`src/rtl/pc_stack_unit_if.sv`:
```
// Bundle between instruction decode and the program counter / return-address stack.
// The master (decode) drives the op and its operands; the slave (PC unit) returns PC and stack status.
interface pc_stack_unit_if #(
  parameter int AW    = 8,
  parameter int RW    = 8,
  parameter int DEPTH = 4
);
  localparam int CW = $clog2(DEPTH + 1);

  logic          en_pc;
  logic [2:0]    op_pc;
  logic [AW-1:0] pc_iaddr;
  logic [RW-1:0] pc_rel;
  logic          clr_flags;
  logic [AW-1:0] pc_oaddr;
  logic [CW-1:0] stk_cnt;
  logic          stk_ovf;
  logic          stk_unf;

  modport master (
    output en_pc, op_pc, pc_iaddr, pc_rel, clr_flags,
    input  pc_oaddr, stk_cnt, stk_ovf, stk_unf
  );

  modport slave (
    input  en_pc, op_pc, pc_iaddr, pc_rel, clr_flags,
    output pc_oaddr, stk_cnt, stk_ovf, stk_unf
  );
endinterface

```
`src/rtl/pc_stack_unit.sv`:
```
// Program counter with return-address stack, signed relative branches, skip and stall.
// The new PC is registered and appears one cycle after the op is sampled.
module pc_stack_unit #(
  parameter int            AW        = 8,
  parameter int            RW        = 8,
  parameter int            DEPTH     = 4,
  parameter logic [AW-1:0] RESET_VEC = '0
) (
  input  logic            clk_pc,
  input  logic            rst_pc,
  pc_stack_unit_if.slave  bus
);
  localparam int CW = $clog2(DEPTH + 1);
  localparam int IW = (DEPTH > 1) ? $clog2(DEPTH) : 1;

  typedef enum logic [2:0] {
    OP_NEXT  = 3'd0,
    OP_SKIP  = 3'd1,
    OP_JMP   = 3'd2,
    OP_RJMP  = 3'd3,
    OP_CALL  = 3'd4,
    OP_RCALL = 3'd5,
    OP_RET   = 3'd6,
    OP_HOLD  = 3'd7
  } op_e;

  logic [AW-1:0] pc_q, pc_d;
  logic [CW-1:0] cnt_q, cnt_d;
  logic          ovf_q, ovf_d;
  logic          unf_q, unf_d;
  logic [AW-1:0] stk_q [DEPTH];

  logic [AW-1:0] rel_sx;
  logic [AW-1:0] pc_inc;
  logic [AW-1:0] pc_skip;
  logic [AW-1:0] pc_rtgt;
  logic          stk_full;
  logic          stk_empty;
  logic          push;
  logic          push_wr;
  logic [IW-1:0] push_idx;
  logic [IW-1:0] pop_idx;
  op_e           op;

  // Sign-extend the relative offset bit by bit so RW == AW needs no zero-width replication.
  for (genvar i = 0; i < AW; i++) begin : g_sx
    if (i < RW) begin : g_lo
      assign rel_sx[i] = bus.pc_rel[i];
    end else begin : g_hi
      assign rel_sx[i] = bus.pc_rel[RW-1];
    end
  end

  assign op        = op_e'(bus.op_pc);
  assign pc_inc    = pc_q + AW'(1);
  assign pc_skip   = pc_q + AW'(2);
  assign pc_rtgt   = pc_inc + rel_sx;
  assign stk_full  = (cnt_q == CW'(DEPTH));
  assign stk_empty = (cnt_q == '0);
  assign push_idx  = IW'(cnt_q);
  assign pop_idx   = IW'(cnt_q - CW'(1));
  assign push_wr   = bus.en_pc && push && !stk_full;

  always_comb begin
    pc_d  = pc_q;
    cnt_d = cnt_q;
    ovf_d = ovf_q;
    unf_d = unf_q;
    push  = 1'b0;
    if (bus.en_pc) begin
      if (bus.clr_flags) begin
        ovf_d = 1'b0;
        unf_d = 1'b0;
      end
      case (op)
        OP_NEXT:  pc_d = pc_inc;
        OP_SKIP:  pc_d = pc_skip;
        OP_JMP:   pc_d = bus.pc_iaddr;
        OP_RJMP:  pc_d = pc_rtgt;
        OP_CALL: begin
          pc_d = bus.pc_iaddr;
          push = 1'b1;
        end
        OP_RCALL: begin
          pc_d = pc_rtgt;
          push = 1'b1;
        end
        OP_RET: begin
          if (stk_empty) begin
            pc_d  = pc_inc;
            unf_d = 1'b1;
          end else begin
            pc_d  = stk_q[pop_idx];
            cnt_d = cnt_q - CW'(1);
          end
        end
        default: pc_d = pc_q;
      endcase
      // A full stack still takes the jump; only the return address is lost.
      if (push) begin
        if (stk_full) begin
          ovf_d = 1'b1;
        end else begin
          cnt_d = cnt_q + CW'(1);
        end
      end
    end
  end

  always_ff @(posedge clk_pc or negedge rst_pc) begin
    if (!rst_pc) begin
      pc_q  <= RESET_VEC;
      cnt_q <= '0;
      ovf_q <= 1'b0;
      unf_q <= 1'b0;
    end else begin
      pc_q  <= pc_d;
      cnt_q <= cnt_d;
      ovf_q <= ovf_d;
      unf_q <= unf_d;
    end
  end

  always_ff @(posedge clk_pc) begin
    if (push_wr) begin
      stk_q[push_idx] <= pc_inc;
    end
  end

  assign bus.pc_oaddr = pc_q;
  assign bus.stk_cnt  = cnt_q;
  assign bus.stk_ovf  = ovf_q;
  assign bus.stk_unf  = unf_q;
endmodule
```
`src/flat_wrapper.sv`:
```
// flat-port wrapper written by rule: the top's interface ports become plain ports
module pc_stack_unit_flat 
#(
  parameter int            AW        = 8,
  parameter int            RW        = 8,
  parameter int            DEPTH     = 4,
  parameter logic [AW-1:0] RESET_VEC = '0
)
  (clk_pc, rst_pc, bus_en_pc, bus_op_pc, bus_pc_iaddr, bus_pc_rel, bus_clr_flags, bus_pc_oaddr, bus_stk_cnt, bus_stk_ovf, bus_stk_unf);
  pc_stack_unit_if #(.AW(AW), .RW(RW), .DEPTH(DEPTH)) bus_i ();
  input  logic clk_pc;
  input  logic rst_pc;
  input wire logic [$bits(bus_i.en_pc)-1:0] bus_en_pc;
  input wire logic [$bits(bus_i.op_pc)-1:0] bus_op_pc;
  input wire logic [$bits(bus_i.pc_iaddr)-1:0] bus_pc_iaddr;
  input wire logic [$bits(bus_i.pc_rel)-1:0] bus_pc_rel;
  input wire logic [$bits(bus_i.clr_flags)-1:0] bus_clr_flags;
  output wire logic [$bits(bus_i.pc_oaddr)-1:0] bus_pc_oaddr;
  output wire logic [$bits(bus_i.stk_cnt)-1:0] bus_stk_cnt;
  output wire logic [$bits(bus_i.stk_ovf)-1:0] bus_stk_ovf;
  output wire logic [$bits(bus_i.stk_unf)-1:0] bus_stk_unf;
  assign bus_i.en_pc = bus_en_pc;
  assign bus_i.op_pc = bus_op_pc;
  assign bus_i.pc_iaddr = bus_pc_iaddr;
  assign bus_i.pc_rel = bus_pc_rel;
  assign bus_i.clr_flags = bus_clr_flags;
  assign bus_pc_oaddr = bus_i.pc_oaddr;
  assign bus_stk_cnt = bus_i.stk_cnt;
  assign bus_stk_ovf = bus_i.stk_ovf;
  assign bus_stk_unf = bus_i.stk_unf;
  pc_stack_unit #(.AW(AW), .RW(RW), .DEPTH(DEPTH), .RESET_VEC(RESET_VEC)) u_core (.clk_pc(clk_pc), .rst_pc(rst_pc), .bus(bus_i));
endmodule
```
`config.mk`:
```
export PLATFORM = sky130hd
export DESIGN_NAME = pc_stack_unit_flat
export DESIGN_NICKNAME = d
export VERILOG_FILES = /design/src/rtl/pc_stack_unit_if.sv /design/src/rtl/pc_stack_unit.sv /design/src/flat_wrapper.sv
export SDC_FILE = /design/constraint.sdc
export NUM_CORES = 1
export LEC_CHECK = 0
export ABC_AREA = 1
export CORE_MARGIN = 3
export CORE_UTILIZATION = 40
export CTS_CLUSTER_DIAMETER = 30
export DETAILED_ROUTE_END_ITERATION = 10
export PLACE_DENSITY_LB_ADDON = 0.08
export SLEW_MARGIN = 10
export SYNTH_ARGS = -nofsm -noshare
export SYNTH_HDL_FRONTEND = slang
export SYNTH_SLANG_ARGS = --single-unit
```
`constraint.sdc`:
```
create_clock -name clk_pc -period 5.4 [get_ports clk_pc]
set_input_delay 1.08 -clock clk_pc [delete_from_list [all_inputs] [get_ports clk_pc]]
set_output_delay 1.08 -clock clk_pc [all_outputs]
set_load 0.03 [all_outputs]
```
==> results of run 1 <==
-- sequential cells by signal, summed over array words and instances, names as in the netlist --
signal,count
u_core.bus.stk_ovf,1
u_core.bus.stk_cnt,3
u_core.bus.stk_unf,1
u_core.bus.pc_oaddr,8
u_core.stk_q,32
-- worst max-delay path, stage by stage --
cell	delay, ns
clkdlybuf4s50_1	0.67
nand2_1	0.12
or2_1	0.23
nor2_2	0.12
inv_2	0.07
nor2_1	0.51
-- power breakdown --
| part | total, W | switching (W) | leakage, nW | internal [W] |
|---|---|---|---|---|
| clock network | 0.000217 | 0.000125 | 0.0445 | 0.0000920 |
| registers | 0.000511 | 0.0000537 | 0.440 | 0.000457 |
| logic | 0.000841 | 0.000551 | 0.906 | 0.000290 |
-- layer usage --
layer | track usage (%) | up-vias | wire [um] | share of wire (%)
met5 | 0 | - | 0 | 0
met4 | 6.09 | 0 | 119 | 1.7
met3 | 4.33 | 12 | 275 | 4.0
met2 | 30.2 | 57 | 3130 | 46
met1 | 26.4 | 1060 | 3350 | 49
li1 | - | 1148 | - | -
-- cell usage in the layout, fill, tap and decap left out, types with 3 or more instances in the layout --
cell type / netlist / routed
clkdlybuf4s50_1: 0 / 35
nand2_1: 81 / 81
o22ai_1: 4 / 4
nand2_2: 3 / 3
nor2_1: 20 / 20
inv_1: 32 / 32
inv_2: 10 / 10
a21oi_1: 16 / 16
ha_1: 17 / 17
o21ai_1: 6 / 6
dfrtp_1: 13 / 13
clkbuf_8: 0 / 5
o21ai_0: 12 / 12
edfxtp_1: 32 / 32
xnor2_1: 3 / 3
xor2_1: 4 / 4
a31oi_1: 4 / 4
nand3_1: 36 / 36
-- how the worst min path moves through the flow --
stage,endpoint,slack [ns],from
floorplan,u_core.bus.pc_oaddr[4]$_DFFE_PN0P_,0.64,u_core.stk_q[3][4]$_DFFE_PP_
global placement,u_core.bus.stk_ovf$_DFFE_PN0P_,0.49,u_core.bus.stk_ovf$_DFFE_PN0P_
detailed placement,u_core.bus.stk_ovf$_DFFE_PN0P_,0.49,u_core.bus.stk_ovf$_DFFE_PN0P_
CTS,u_core.bus.stk_ovf$_DFFE_PN0P_,0.52,u_core.bus.stk_ovf$_DFFE_PN0P_
global route,u_core.bus.stk_ovf$_DFFE_PN0P_,0.57,u_core.bus.stk_ovf$_DFFE_PN0P_
finish,u_core.bus.stk_ovf$_DFFE_PN0P_,0.51,u_core.bus.stk_ovf$_DFFE_PN0P_
-- layout make-up --
class                           instances  area (um^2)  share of cell area (%)
Clock buffer                            5         68.8                    2.11
Clock inverter                          3         21.3                   0.653
Inverter                               42          158                    4.84
Multi-Input combinational cell        227         1270                    38.9
Sequential cell                        45         1290                    39.5
Tap cell                               77         96.3                    2.96
Timing Repair Buffer                   36          358                    11.0
-- cells by family (layout without fill, tap and decap cells) --
| kind of cell | Yosys count | count (layout) | share of synthesized area (%) |
|---|---|---|---|
| simple gates | 151 | 151 | 24.6 |
| compound gates | 51 | 51 | 10.8 |
| buf+inv | 49 | 86 | 7.31 |
| flops | 45 | 45 | 46.7 |
| fa+ha+maj | 18 | 18 | 8.45 |
| xor+xnor | 7 | 7 | 2.23 |
-- metrics by stage --
stage | hold slack, ns | setup WS, ns | cells | total power (W)
2_1_floorplan | 0.636 | 2.89 | 321 | 0.00109
3_3_place_gp | 0.488 | 2.22 | 427 | 0.00136
3_5_place_dp | 0.490 | 2.19 | 427 | 0.00136
4_1_cts | 0.515 | 2.51 | 435 | 0.00158
5_1_grt | 0.567 | 2.35 | 435 | 0.00170
6_report | 0.505 | 2.53 | 435 | 0.00157
==> metrics, run 1 <==
status=completed; Post CTS Setup Buffer Count=0; gpl congestion=0.808; crit path from=bus_op_pc[2]; largest net degree at the start of global routing=22; final net count=around 400; hold depth=2; hold buffers post-CTS=0; drt drc=0; Synth cell types=34; arrival time at the worst endpoint=~2.8 ns; routed len/inst=15.8 um; post-CTS resize count=0; top cells by count, synth=81 x nand2_1, 36 x nand3_1, 32 x edfxtp_1, 32 x inv_1, 20 x nor2_1; sum of negative setup slack=0 ns; Ys Warns=0; EDFF count, synth=32; Via density=between 5 and 6; antenna cells=0; number of synthesized register bits=between 40 and 50; CTS Buf Count=5; Clk Latency, worst-skew pair=roughly 0.30 ns; min Tclk post-route=approximately 2.9 ns; CTS Buffer Depth=2; final slew viol count=0; area grow syn2layout=18.2%; CP Data Required Time=between 5 and 6 ns; initial core utilization=between 40% and 50%; core area=approximately 0.0065 mm^2; antenna-violating nets left=0; site row count=29; Mapped Area=approximately 0.0028 mm^2; count leader, synth=nand2_1; ys flop type=edfxtp_1; top-area cell type share of the netlist area=34.9%; initial antenna violation count=0; Die Height=between 80 and 90 um; WS Path Type=input pin to flip-flop; max_cap viols=0; Final Hold Fails=0; max_slew headroom=about 55%; GRT Overall Usage=between 10% and 20%; final wirelength=~6900 um; post-route core utilization=between 50% and 60%; worst vdd rail ir drop=between 0.0002 and 0.00025 V; Period Utilization, post-route=about 53%; syn avg cell area=approximately 8.6 um^2; sequential area share after synthesis=between 40 and 50%; RSZ-0062 raised after global routing=false; Initial DRC Count=117; # IOs=36; synth top area cells=edfxtp_1 35%, dfrtp_1 12%, nand2_1 11%, ha_1 7.7%, nand3_1 6.5%; CTS tree=built; reg-to-reg slack, setup=2.67 ns; FF-to-FF path depth=17; cell area after layout=0.00326 mm^2; Critical Path Start Type=input pin; grt total ovfl=0; crit path capture=u_core.stk_q[2][1]$_DFFE_PP_; Worst-Margin Slew=0.680 ns; die area=a little under 0.008 mm^2; class of the worst hold path=flip-flop to flip-flop; drt pass-1 iters=4; Leakage=between 1 and 1.5 nW; CP endpoint kind=flip-flop; Worst R2R End=u_core.bus.pc_oaddr[7]$_DFFE_PN0P_; clk root buf=clkbuf_8; Critical Path Fanout Max=9; DP Wirelength=5250 um; # H-tree levels=2; post-synthesis cell count=approximately 320; Pwr per Cell Area=around 480 mW/mm^2; Clk pin slew, worst setup/hold paths=approximately 0.090 ns; number of global-route vias before repair=about 2.3k; cell area after placement=about 0.0032 mm^2; share of layout cells above drive strength 1=8.38%; Post-Synthesis Net Count=approximately 360; filler cell count=approximately 640; DIE WIDTH=about 90 um; Vias=between 2k and 2.5k; first-pass GRT wire length=~11000 um; biggest area consumer among synthesized cells=edfxtp_1; clk sink count=45; R2R Path Start=u_core.bus.pc_oaddr[1]$_DFFE_PN0P_; Setup Skew=roughly 0.0066 ns; Post-synth ARST share=28.9%; fmax=349 MHz; setup violators final=0; PortBufs=35
Note: power is estimated with default switching activity, not from simulation.
==> run 2: changes to the inputs <==
==> constraint.sdc (replaced) <==
create_clock -name clk_pc -period 2.7 [get_ports clk_pc]
set_input_delay 0.54 -clock clk_pc [delete_from_list [all_inputs] [get_ports clk_pc]]
set_output_delay 0.54 -clock clk_pc [all_outputs]
set_load 0.03 [all_outputs]
==> metrics, run 2 (synthesis results as in run 1) <==
status=completed (unchanged); drt pass-1 iters=4 (unchanged); CP max-delay cell=dfrtp_1 (was clkdlybuf4s50_1); switch share=45.2% (was 46.5%); Critical path buffers and inverters=2 (unchanged); CTS Buf Count=5 (unchanged); gpl congestion=0.921 (was 0.808); number of global-route vias before repair=2249 (was 2276); worst vdd rail ir drop=0.000629 V (was 0.000241 V); # H-tree levels=2 (unchanged); post-route core utilization=51.3% (was 50.1%); Largest Register=u_core.stk_q (unchanged); arrival time at the worst endpoint=2.65 ns (was 2.81 ns); largest net degree at the start of global routing=21 (was 22); internal power=0.00175 W (was 0.000839 W); sequential power share=32.0% (was 32.6%); area grow syn2layout=20.9% (was 18.2%); top cell family by delay on the critical path=adder cells (was simple AND/OR/NAND/NOR gates); routed len/inst=15.4 um (was 15.8 um); final net count=408 (was 398); smallest setup slack after layout=0.254 ns (was 2.53 ns); Critical Path Fanout Max=8 (was 9); Clk pwr share=13.6% (was 13.8%); Vias=2276 (was 2277); initial antenna violation count=0 (unchanged); Via density=5.11 (was 5.23); grt total ovfl=0 (unchanged); hold buffers post-CTS=0 (unchanged); DIE WIDTH=89.0 um (unchanged); Die Height=89.0 um (unchanged); core area=0.00649 mm^2 (unchanged); Period Utilization, post-route=90.6%; clk root buf=clkbuf_8 (unchanged); Clk pin slew, worst setup/hold paths=0.09 ns (about the same); max reg flops=32 (unchanged); CTS Buffer Depth=2 (unchanged); Multi-input gate area=0.00127 mm^2 (unchanged); Critical Path Start Type=flip-flop (was input pin); Layout Cells excl Fill=445 (was 435); final wirelength=6860 um (was 6870 um); share of layout cells above drive strength 1=10.9% (was 8.38%); CP Data Required Time=2.90 ns (was 5.34 ns); first-pass GRT wire length=11100 um (was 11300 um); initial core utilization=42.4% (unchanged); RSZ-0062 raised after global routing=false (unchanged); Crit path largest cell delay=0.49 ns (was 0.67 ns); die area=0.00792 mm^2 (unchanged); DP Wirelength=5120 um (was 5250 um); Worst-Margin Slew=0.672 ns (was 0.680 ns); Placement Setup Slack=0.299 ns (was 2.19 ns); DP Cell Count=437 (was 427); CP most frequent cell=nand3_1; class of the worst hold path=flip-flop to flip-flop (unchanged); total area of sequential cells=0.00129 mm^2 (unchanged); WS Path Type=flip-flop to flip-flop (was input pin to flip-flop); clk sink count=45 (unchanged); setup violators final=0 (unchanged); Clk Latency, worst-skew pair=0.30 ns (about the same); GRT Overall Usage=18.6% (was 19.2%); sum of negative setup slack=0 ns (unchanged); CP endpoint kind=flip-flop (unchanged); Pwr per Cell Area=959 mW/mm^2 (was 482 mW/mm^2); CP cell instances=ha_1 -> xnor2_1 -> nor2_1 -> a21oi_1 -> inv_1 -> ha_1 -> a21oi_1 -> nand2_1 -> nand3_1 -> nand3b_1 -> nand3_1 -> nand3_1 -> nand2_1 -> inv_1 (was clkdlybuf4s50_1 -> nand2_1 -> or2_1 -> nor2_2 -> inv_2 -> nor2_1); switching pwr=0.00144 W (was 0.000730 W); PortBufs=35 (unchanged); Post CTS Setup Buffer Count=0 (unchanged); Gate power share=54.3% (was 53.6%); antenna-violating nets left=0 (unchanged); max_cap viols=0 (unchanged); post-CTS resize count=0 (unchanged); GRT met1 Usage=25.5% (was 26.4%); met3 Use GR=3.41% (was 4.33%); final slew viol count=0 (unchanged); commonest non-fill, non-tap cell in the layout=nand2_1 (unchanged); site row count=29 (unchanged); Setup Skew=0.00277 ns (was 0.00660 ns); Initial DRC Count=81 (was 117); max_slew headroom=55.1% (was 54.5%); Leakage=1.44 nW (was 1.39 nW); antenna cells=0 (unchanged); fmax=approximately 400 MHz; # IOs=36 (unchanged); Final Hold Fails=0 (unchanged); min Tclk post-route=between 2 and 2.5 ns; commonest non-fill, non-tap cells in the layout=81 x nand2_1, 36 x nand3_1, 35 x clkdlybuf4s50_1 (unchanged); CTS tree=built (unchanged); filler cell count=632 (was 635); GRT Max-Usage Layer=met2 (unchanged); worst hold slack=0.497 ns (was 0.505 ns); met2 usage in global routing=30.6% (was 30.2%); drt drc=0 (unchanged)
-- run 2: changes by cell type in the layout (fill, tap and decap cells not counted), sizes merged --
| cell | change |
|---|---|
| buf | +10 |
-- run 2: worst paths after layout --
kind                                                     from                                  to  slack (ns)  depth (start not counted)
min reg2reg                    u_core.bus.stk_ovf$_DFFE_PN0P_      u_core.bus.stk_ovf$_DFFE_PN0P_        0.50                          2
min                            u_core.bus.stk_ovf$_DFFE_PN0P_      u_core.bus.stk_ovf$_DFFE_PN0P_        0.50                          2
max reg2reg                u_core.bus.pc_oaddr[1]$_DFFE_PN0P_  u_core.bus.pc_oaddr[6]$_DFFE_PN0P_        0.25                         14
max                        u_core.bus.pc_oaddr[1]$_DFFE_PN0P_  u_core.bus.pc_oaddr[6]$_DFFE_PN0P_        0.25                         14
min in group asynchronous                              rst_pc      u_core.bus.stk_ovf$_DFFE_PN0P_        0.64                          1
max in group asynchronous                              rst_pc  u_core.bus.pc_oaddr[4]$_DFFE_PN0P_        1.63                          1
-- run 2: worst register-to-register path, cell delays in order, from the launching register on --
cell and delay, ns:
dfrtp_1 0.49, ha_1 0.29, xnor2_1 0.19, nor2_1 0.06
a21oi_1 0.17, inv_1 0.13, ha_1 0.36, a21oi_1 0.14
nand2_1 0.09, nand3_1 0.10, nand3b_1 0.08, nand3_1 0.09
nand3_1 0.08, nand2_1 0.06, inv_1 0.03
-- run 2: power by group through the flow --
stage	Clock [W]	Combinational (W)	Sequential, W
6_report	0.000436	0.00174	0.00102
5_1_grt	0.000475	0.00194	0.00104
4_1_cts	0.000448	0.00175	0.00102
3_5_place_dp	0	0.00173	0.00104
3_3_place_gp	0	0.00173	0.00104
2_1_floorplan	0	0.00104	0.00115
-- run 2: cell type report --
cell class	instances	area share, %
Timing Repair Buffer	46	13.0
Clock inverter	3	0.639
Clock buffer	5	2.07
Multi-Input combinational cell	227	38.1
Sequential cell	45	38.6
Tap cell	77	2.89
Inverter	42	4.73
-- run 2: metal layers --
layer / part of all wire (%) / routed length (um) / vias up
li1: - / - / 1172
met3: 3.8 / 259 / 9
met4: 1.3 / 86 / 0
met5: 0 / 0 / -
met1: 48 / 3300 / 1046
met2: 47 / 3220 / 49
-- run 2: stage by stage --
step	instance area [um^2]	power, W
after global placement	3240	0.00277
after global routing	3330	0.00346
final	3330	0.00320
after CTS	3330	0.00322
after floorplan	2760	0.00218
after detailed placement	3240	0.00277
==> run 3: changes to the inputs <==
==> constraint.sdc (replaced) <==
create_clock -name clk_pc -period 2.1 [get_ports clk_pc]
set_input_delay 0.42 -clock clk_pc [delete_from_list [all_inputs] [get_ports clk_pc]]
set_output_delay 0.42 -clock clk_pc [all_outputs]
set_load 0.03 [all_outputs]
==> metrics, run 3 (synthesis results as in run 1) <==
CTS tree=built (unchanged); Vias=2436 (was 2276); FF-to-FF path depth=15 (was 14); max reg flops=32 (unchanged); Critical Path Start Type=flip-flop (unchanged); site row count=29 (unchanged); worst vdd rail ir drop=0.000604 V (was 0.000629 V); worst hold slack=0.413 ns (was 0.497 ns); number of global-route vias before repair=2304 (was 2249); DIE WIDTH=89.0 um (unchanged); share of layout cells above drive strength 1=27.5% (was 10.9%); commonest non-fill, non-tap cell in the layout=nand2_1 (unchanged); GRT Overall Usage=19.8% (was 18.6%); Pwr per Cell Area=1280 mW/mm^2 (was 959 mW/mm^2); class of the worst hold path=input pin to asynchronous set/reset pin (was flip-flop to flip-flop); PortBufs=35 (unchanged); antenna-violating nets left=0 (unchanged); # H-tree levels=2 (unchanged); CTS Buffer Depth=2 (unchanged); status=complete, but fails checks (was completed); Clk pin slew, worst setup/hold paths=0.10 ns (was 0.09 ns); drt pass-1 iters=4 (unchanged); post-route core utilization=58.7% (was 51.3%); Worst R2R End=u_core.bus.pc_oaddr[7]$_DFFE_PN0P_ (was u_core.bus.pc_oaddr[6]$_DFFE_PN0P_); Largest Register=u_core.stk_q (unchanged); commonest non-fill, non-tap cells in the layout=75 x nand2_1, 41 x buf_4, 34 x clkdlybuf4s50_1 (was 81 x nand2_1, 36 x nand3_1, 35 x clkdlybuf4s50_1); gpl congestion=0.840 (was 0.921); Leakage=1.63 nW (was 1.44 nW); Crit path largest cell delay=0.46 ns (was 0.49 ns); initial core utilization=42.4% (unchanged); Clk Latency, worst-skew pair=0.31 ns (was 0.30 ns); core area=0.00649 mm^2 (unchanged); Setup Skew=0.0111 ns (was 0.00277 ns); Placement Setup Slack=-0.116 ns (was 0.299 ns); Critical Path Fanout Max=5 (was 8); CP cell instances=ha_4 -> xnor2_2 -> nor2_1 -> a21oi_2 -> inv_2 -> ha_4 -> nand2_2 -> nor2_2 -> nand2_1 -> nand2_2 -> nand3_2 -> nand3_2 -> nand3_1 -> nand2_1 -> inv_1 (was ha_1 -> xnor2_1 -> nor2_1 -> a21oi_1 -> inv_1 -> ha_1 -> a21oi_1 -> nand2_1 -> nand3_1 -> nand3b_1 -> nand3_1 -> nand3_1 -> nand2_1 -> inv_1); fmax=472 MHz (was 409 MHz); R2R Path Start=u_core.bus.pc_oaddr[1]$_DFFE_PN0P_ (unchanged); final wirelength=7420 um (was 6860 um); failing checks=setup timing; DP Wirelength=5580 um (was 5120 um); smallest setup slack after layout=-0.0171 ns (was 0.254 ns); clk root buf=clkbuf_8 (unchanged); antenna cells=0 (unchanged); routed len/inst=15.5 um (was 15.4 um); largest net degree at the start of global routing=21 (unchanged); WS Path Type=flip-flop to flip-flop (unchanged); final net count=440 (was 408); clk sink count=45 (unchanged); grt total ovfl=0 (unchanged); arrival time at the worst endpoint=2.33 ns (was 2.65 ns); die area=0.00792 mm^2 (unchanged); CTS Buf Count=5 (unchanged); drt drc=0 (unchanged); Period Utilization, post-route=101% (was 90.6%); RSZ-0062 raised after global routing=true (was false); area grow syn2layout=38.4% (was 20.9%); setup violators final=1 (was 0); Die Height=89.0 um (unchanged); initial antenna violation count=0 (unchanged); first-pass GRT wire length=11500 um (was 11100 um); CP endpoint kind=flip-flop (unchanged); Worst-Margin Slew=0.431 ns (was 0.672 ns); Final Hold Fails=0 (unchanged); Total Power=0.00488 W (was 0.00320 W); max_slew headroom=71.2% (was 55.1%); Initial DRC Count=136 (was 81); min Tclk post-route=2.12 ns (was 2.45 ns); final slew viol count=0 (unchanged); CP max-delay cell=dfrtp_2 (was dfrtp_1); Via density=5.11 (about the same); crit path from=u_core.bus.pc_oaddr[1]$_DFFE_PN0P_ (unchanged); # IOs=36 (unchanged); CP Data Required Time=2.32 ns (was 2.90 ns); max_cap viols=0 (unchanged); reg-to-reg slack, setup=-0.02 ns (was 0.25 ns)
==> run 3: cell type report <==
class | count | area (um^2)
Timing Repair Buffer | 78 | 701
Clock buffer | 5 | 68.8
Sequential cell | 45 | 1290
Clock inverter | 3 | 25.0
Multi-Input combinational cell | 227 | 1470
Fill cell | 577 | 2680
Tap cell | 77 | 96.3
Inverter | 42 | 160
==> run 3: what timing repair did <==
item	4_1_cts	5_1_grt
hold buffers	0	0
buffers inserted	2	3
pin swaps	6	19
gates resized for setup	7	18
endpoints found under the setup margin	2	6
==> run 3: power breakdown <==
group          switching, W  internal, W
Combinational       0.00168      0.00133
Sequential         0.000109      0.00119
Clock              0.000334     0.000241
Total               0.00212      0.00276
==> run 3: per-layer routing <==
layer	GRT usage (%)	routed length, um	up-vias
met5	0	0	-
met4	5.95	109	0
met3	2.30	301	10
met2	33.0	3580	49
met1	27.2	3430	1143
li1	-	-	1234
==> run 3: through the flow <==
stage	std cells	TNS, ns	cell area (um^2)
after detailed placement	465	-0.291	3550
final	477	-0.0171	3810
after global placement	465	-0.0878	3550
after CTS	474	0	3700
after floorplan	321	-0.0372	2850
after global routing	477	-0.472	3810
==> run 3: worst max-delay path: cells and delay by family, from the launching register on <==
kind	cells	cell delay, ns
compound gates	1	0.14
xor+xnor	1	0.16
fa+ha+maj	2	0.50
buf+inv	2	0.11
flops	1	0.46
simple gates	9	0.65
==> run 3: worst max-delay path by stage <==
stage / cells past startpoint / endpoint / slack [ns]
after floorplan: 16 / u_core.bus.pc_oaddr[7]$_DFFE_PN0P_ / -0.02
after detailed placement: 11 / u_core.bus.pc_oaddr[6]$_DFFE_PN0P_ / -0.12
after global routing: 14 / u_core.bus.pc_oaddr[6]$_DFFE_PN0P_ / -0.15
final: 15 / u_core.bus.pc_oaddr[7]$_DFFE_PN0P_ / -0.02
after global placement: 11 / u_core.bus.pc_oaddr[6]$_DFFE_PN0P_ / -0.06
after CTS: 16 / u_core.bus.pc_oaddr[7]$_DFFE_PN0P_ / 0.001
